### src/rtl/nbbpu_fetch.sv
// nbbpu_fetch: instruction fetch stage feeding the NBBPU core from an 8-bit program ROM
//   Each 16-bit instruction is read as two little-endian byte transfers, then held until the PC word changes.
//   Ports:
//     i_clk          system clock, rising edge
//     i_rst_n        asynchronous active-low reset
//     i_pc           program counter from the core; bit 0 ignored
//     o_instruction  assembled instruction {hi_byte, lo_byte}
//     o_instr_valid  instruction corresponds to the current PC word
//     o_rom_req      ROM read request, held until acknowledged
//     o_rom_addr     ROM byte address, stable while o_rom_req=1
//     i_rom_ack      ROM accepts request; i_rom_data valid this cycle
//     i_rom_data     ROM read byte
//     o_bus_error    sticky ROM timeout fault, cleared only by reset
module nbbpu_fetch #(
  parameter int ADDR_W  = 16,
  parameter int TIMEOUT = 255
) (
  input  logic              i_clk,
  input  logic              i_rst_n,
  input  logic [15:0]       i_pc,
  output logic [15:0]       o_instruction,
  output logic              o_instr_valid,
  output logic              o_rom_req,
  output logic [ADDR_W-1:0] o_rom_addr,
  input  logic              i_rom_ack,
  input  logic [7:0]        i_rom_data,
  output logic              o_bus_error
);
  // The counter only ever holds 0..TIMEOUT-1; the edge that would reach TIMEOUT leaves for ERROR.
  localparam int CW = (TIMEOUT > 1) ? $clog2(TIMEOUT) : 1;
  typedef enum logic [2:0] {S_IDLE, S_LO, S_HI, S_HOLD, S_ERR} state_t;
  state_t          r_state, w_next;
  logic [15:0]     r_fetch_pc;
  logic [7:0]      r_lo;
  logic [15:0]     r_instr;
  logic [CW-1:0]   r_cnt;
  logic            w_match, w_xfer, w_tout;
  assign w_match       = i_pc[15:1] == r_fetch_pc[15:1];
  assign o_rom_req     = (r_state == S_LO) || (r_state == S_HI);
  assign w_xfer        = o_rom_req && i_rom_ack;
  // An ack on the same edge always wins over the timeout.
  assign w_tout        = (TIMEOUT > 0) && o_rom_req && !i_rom_ack && (r_cnt == CW'(TIMEOUT - 1));
  assign o_rom_addr    = r_fetch_pc[ADDR_W-1:0] + ADDR_W'(r_state == S_HI);
  assign o_instr_valid = (r_state == S_HOLD) && w_match;
  assign o_bus_error   = r_state == S_ERR;
  assign o_instruction = r_instr;
  always_comb begin
    w_next = r_state;
    case (r_state)
      S_IDLE:  w_next = S_LO;
      S_LO:    w_next = w_tout ? S_ERR : w_xfer ? S_HI : S_LO;
      S_HI:    w_next = w_tout ? S_ERR : !w_xfer ? S_HI : w_match ? S_HOLD : S_LO;
      S_HOLD:  w_next = w_match ? S_HOLD : S_LO;
      default: w_next = S_ERR;
    endcase
  end
  always_ff @(posedge i_clk or negedge i_rst_n) begin
    if (!i_rst_n) begin
      r_state    <= S_IDLE;
      r_fetch_pc <= '0;
      r_lo       <= '0;
      r_instr    <= '0;
      r_cnt      <= '0;
    end else begin
      r_state <= w_next;
      r_cnt   <= (!o_rom_req || w_xfer) ? '0 : r_cnt + CW'(1);
      // A stale high-byte transfer is discarded and the new PC word refetched from its low byte.
      if ((r_state == S_IDLE) || (r_state == S_HOLD && !w_match) || (r_state == S_HI && w_xfer && !w_match))
        r_fetch_pc <= i_pc & 16'hFFFE;
      if (r_state == S_LO && w_xfer)
        r_lo <= i_rom_data;
      if (r_state == S_HI && w_xfer && w_match)
        r_instr <= {i_rom_data, r_lo};
    end
  end
endmodule

### config.mk
export PLATFORM = sky130hd
export DESIGN_NAME = nbbpu_fetch
export DESIGN_NICKNAME = d
export VERILOG_FILES = /design/src/rtl/nbbpu_fetch.sv
export SDC_FILE = /design/constraint.sdc
export NUM_CORES = 1
export LEC_CHECK = 0
export CAP_MARGIN = 20
export CELL_PAD_IN_SITES_DETAIL_PLACEMENT = 1
export CELL_PAD_IN_SITES_GLOBAL_PLACEMENT = 1
export CORE_MARGIN = 5
export CORE_UTILIZATION = 25
export DETAILED_ROUTE_END_ITERATION = 7
export PLACE_DENSITY_LB_ADDON = 0.08
export SLEW_MARGIN = 10
export SYNTH_ARGS = -nofsm -noshare
export SYNTH_HDL_FRONTEND = slang
export SYNTH_SLANG_ARGS = --single-unit
### constraint.sdc
create_clock -name i_clk -period 6.2 [get_ports i_clk]
set_input_delay 1.24 -clock i_clk [delete_from_list [all_inputs] [get_ports i_clk]]
set_output_delay 1.24 -clock i_clk [all_outputs]
set_load 0.02 [all_outputs]
==> run_results.csv <==
group,metric,value,unit
cts,clkTransAtPathRegs,0.10,ns
run,cap_violations,0,
routing,vias,2058,
setup_path,critPathRequiredTime,4.96,ns
die,initial_core_util,0.258,
setup_path,arrival,3.75,ns
logic_synthesis,yosysMostFrequentCell,"dfrtp_1",
routing,dr.pass1.iters,4,
place,hpwlAfterDp,4980,µm
grt,antenna_found_initial,0,
place,gp_congestion,0.688,
routing,viasPerCell,4.95,
setup_path,cp_max_fo,3,
min_path,hold_path.class,"register to register",
sta,finalCritPeriodShare,0.805,
die,die_x,111,µm
cts,root_buffer,"clkbuf_8",
logic_synthesis,synth_edf_count,0,
logic_synthesis,seq_area_frac_synth,0.493,
sta,tightest_slew,0.821,ns
sta,skew,0.00482,ns
logic_synthesis,ys_top_cells_by_count,"dfrtp_1 (50), nand3_1 (19), nand4_1 (17)",
grt,overflow,0,
power,power_density,228,nW/µm²
cts,cts_setup_buffers,0,
logic_synthesis,async_flop_share,1.00,
routing,routedWlPerCell,17.9,µm
setup_path,worst-r2r-cell-count,6,
logic_synthesis,postSynthCellCount,225,
routing,drc,0,
sta,relSlewSlack,0.449,
sta,rsz0062_at_grt,"false",
cts,numCtsBuffers,5,
routing,drtAntennaViolNets,0,
logic_synthesis,synth_ff_type,"dfrtp_1",
power,p_leak,1.37,nW
grt,grt_pass1_vias,2253,
die,ios,62,
logic_synthesis,synth_area_per_cell,11.3,µm²
grt,grt_max_degree,51,
die,fp.dieH,111,µm
routing,routed_wl,7430,µm
logic_synthesis,netlist_area,2540,µm²
logic_synthesis,synth_top_area_cell,"dfrtp_1",
sta,finalSetupViolCount,0,
logic_synthesis,ys_top_cells_by_area,"dfrtp_1 (49%), mux2_2 (6.2%), mux2_4 (5.9%)",
sta,slew_violations,0,
min_path,worst_hold_path.num_cells,1,
cts,numClockSinks,50,
grt,grt_usage,0.123,
cts,ctsHoldBuffers,0,
cts,clk_path_buf_depth,2,
sta,finalHoldViolCount,0,
die,fp.dieArea,12300,µm²
logic_synthesis,synth_nets,254,
logic_synthesis,synth_cell_types,32,
layout,drive_gt1_frac,0.155,
die,rows,36,
cts,clk_latency,0.31,ns
logic_synthesis,ys_seq_elements,50,
place,io_buffers,60,
layout,finalNetCount,312,
logic_synthesis,synth-warning-count,0,
setup_path,startpoint_type,"primary input",
place,dp_slack,1.15,ns
sta,setup_ws,1.21,ns
die,core_area,9820,µm²
grt,grt_pass1_wl,12200,µm
layout,antennaDiodeCount,0,
power,vdd_drop_max,0.0877,mV
cts,post_cts_resized,0,
sta,tns,0,ns
setup_path,endpoint_kind,"output port",
sta,holdWs,0.513,ns
routing,dr.first_iter.drc_count,50,
setup_path,crit_type,"primary input to output port",
logic_synthesis,synth_top_area_frac,0.493,
cts,cts_tree,"built",
sta,fmax,200,MHz
sta,finalCriticalPeriod,4.99,ns
cts,h-tree-depth,2,
layout,area_delta_synth_final,32.5,%
run_status,run_status,"completed",
layout,fin_util,0.343,
critical path, cell delays in order:
cell	delay (ns)
clkdlybuf4s50_1	0.52
xnor2_1	0.16
nand4_1	0.19
or4b_1	0.60
nor4_1	0.35
clkdlybuf4s50_1	0.68
path summary, 6_finish.rpt:
| kind | slack, ns | to | start |
|---|---|---|---|
| hold / removal | 0.51 | o_instruction[7] | r_lo[7] |
| setup reg to reg | 3.86 | o_instruction[14] | r_fetch_pc[10] |
| hold reg to reg | 0.51 | o_instruction[7] | r_lo[7] |
| min in group asynchronous | 1.03 | r_lo[1] | i_rst_n |
| setup / recovery | 1.21 | o_instr_valid | i_pc[10] |
| max in group asynchronous | 4.71 | r_fetch_pc[2] | i_rst_n |
layout make-up:
| type | instances | area [µm²] |
|---|---|---|
| Fill cell | 1133 | 6460 |
| Sequential cell | 50 | 1250 |
| Multi-Input combinational cell | 157 | 1210 |
| Timing Repair Buffer | 67 | 648 |
| Tap cell | 133 | 166 |
| Clock buffer | 5 | 68.8 |
| Clock inverter | 2 | 15.0 |
| Inverter | 2 | 7.51 |
power by group:
group / internal [W] / switching, W
registers: 0.000357 / 0.0000321
logic: 0.0000907 / 0.0000874
clock network: 0.0000775 / 0.000122
total: 0.000526 / 0.000241
cell usage in the layout (no fill, tap or decap), types with 3 or more instances in the layout:
cell type,synthesis,final
a21oi_1,4,4
a22oi_1,15,15
buf_4,0,7
clkbuf_8,0,5
clkdlybuf4s50_1,0,59
dfrtp_1,50,50
mux2_2,14,14
mux2_4,10,10
nand2_1,6,6
nand3_1,19,19
nand4_1,17,17
nor2_1,12,12
o211ai_1,15,15
o21ai_0,3,3
or3_1,5,5
xnor2_1,16,16
xor2_1,4,4
routing by layer:
| metal | GRT usage | part of all wire | wire length, µm |
|---|---|---|---|
| met4 | 0.0411 | 0.018 | 131 |
| met2 | 0.196 | 0.48 | 3580 |
| met1 | 0.161 | 0.45 | 3370 |
| met5 | 0 | 0 | 0 |
| met3 | 0.0322 | 0.047 | 351 |
cells by family after synthesis:
kind of cell / share of synthesized area
buffers and inverters: 0.0316
XOR/XNOR: 0.0690
adder cells (fa/ha/maj): 0.00986
multiplexers: 0.121
AND/OR/NAND/NOR: 0.164
flip-flops: 0.493
AO/OA/AOI/OAI: 0.111
state kept, by name, indices dropped and copies added (netlist names):
signal,cells
r_cnt,8
r_fetch_pc,15
r_lo,8
r_state,3
o_instruction,16
stage by stage:
stage	area [µm²]	total power, W	std cells
final	3360	0.000767	416
after global routing	3360	0.000809	416
after CTS	3360	0.000783	416
after detailed placement	3280	0.000579	409
after global placement	3280	0.000576	409
after floorplan	2540	0.000485	225
(Power assumes the default switching activity.)
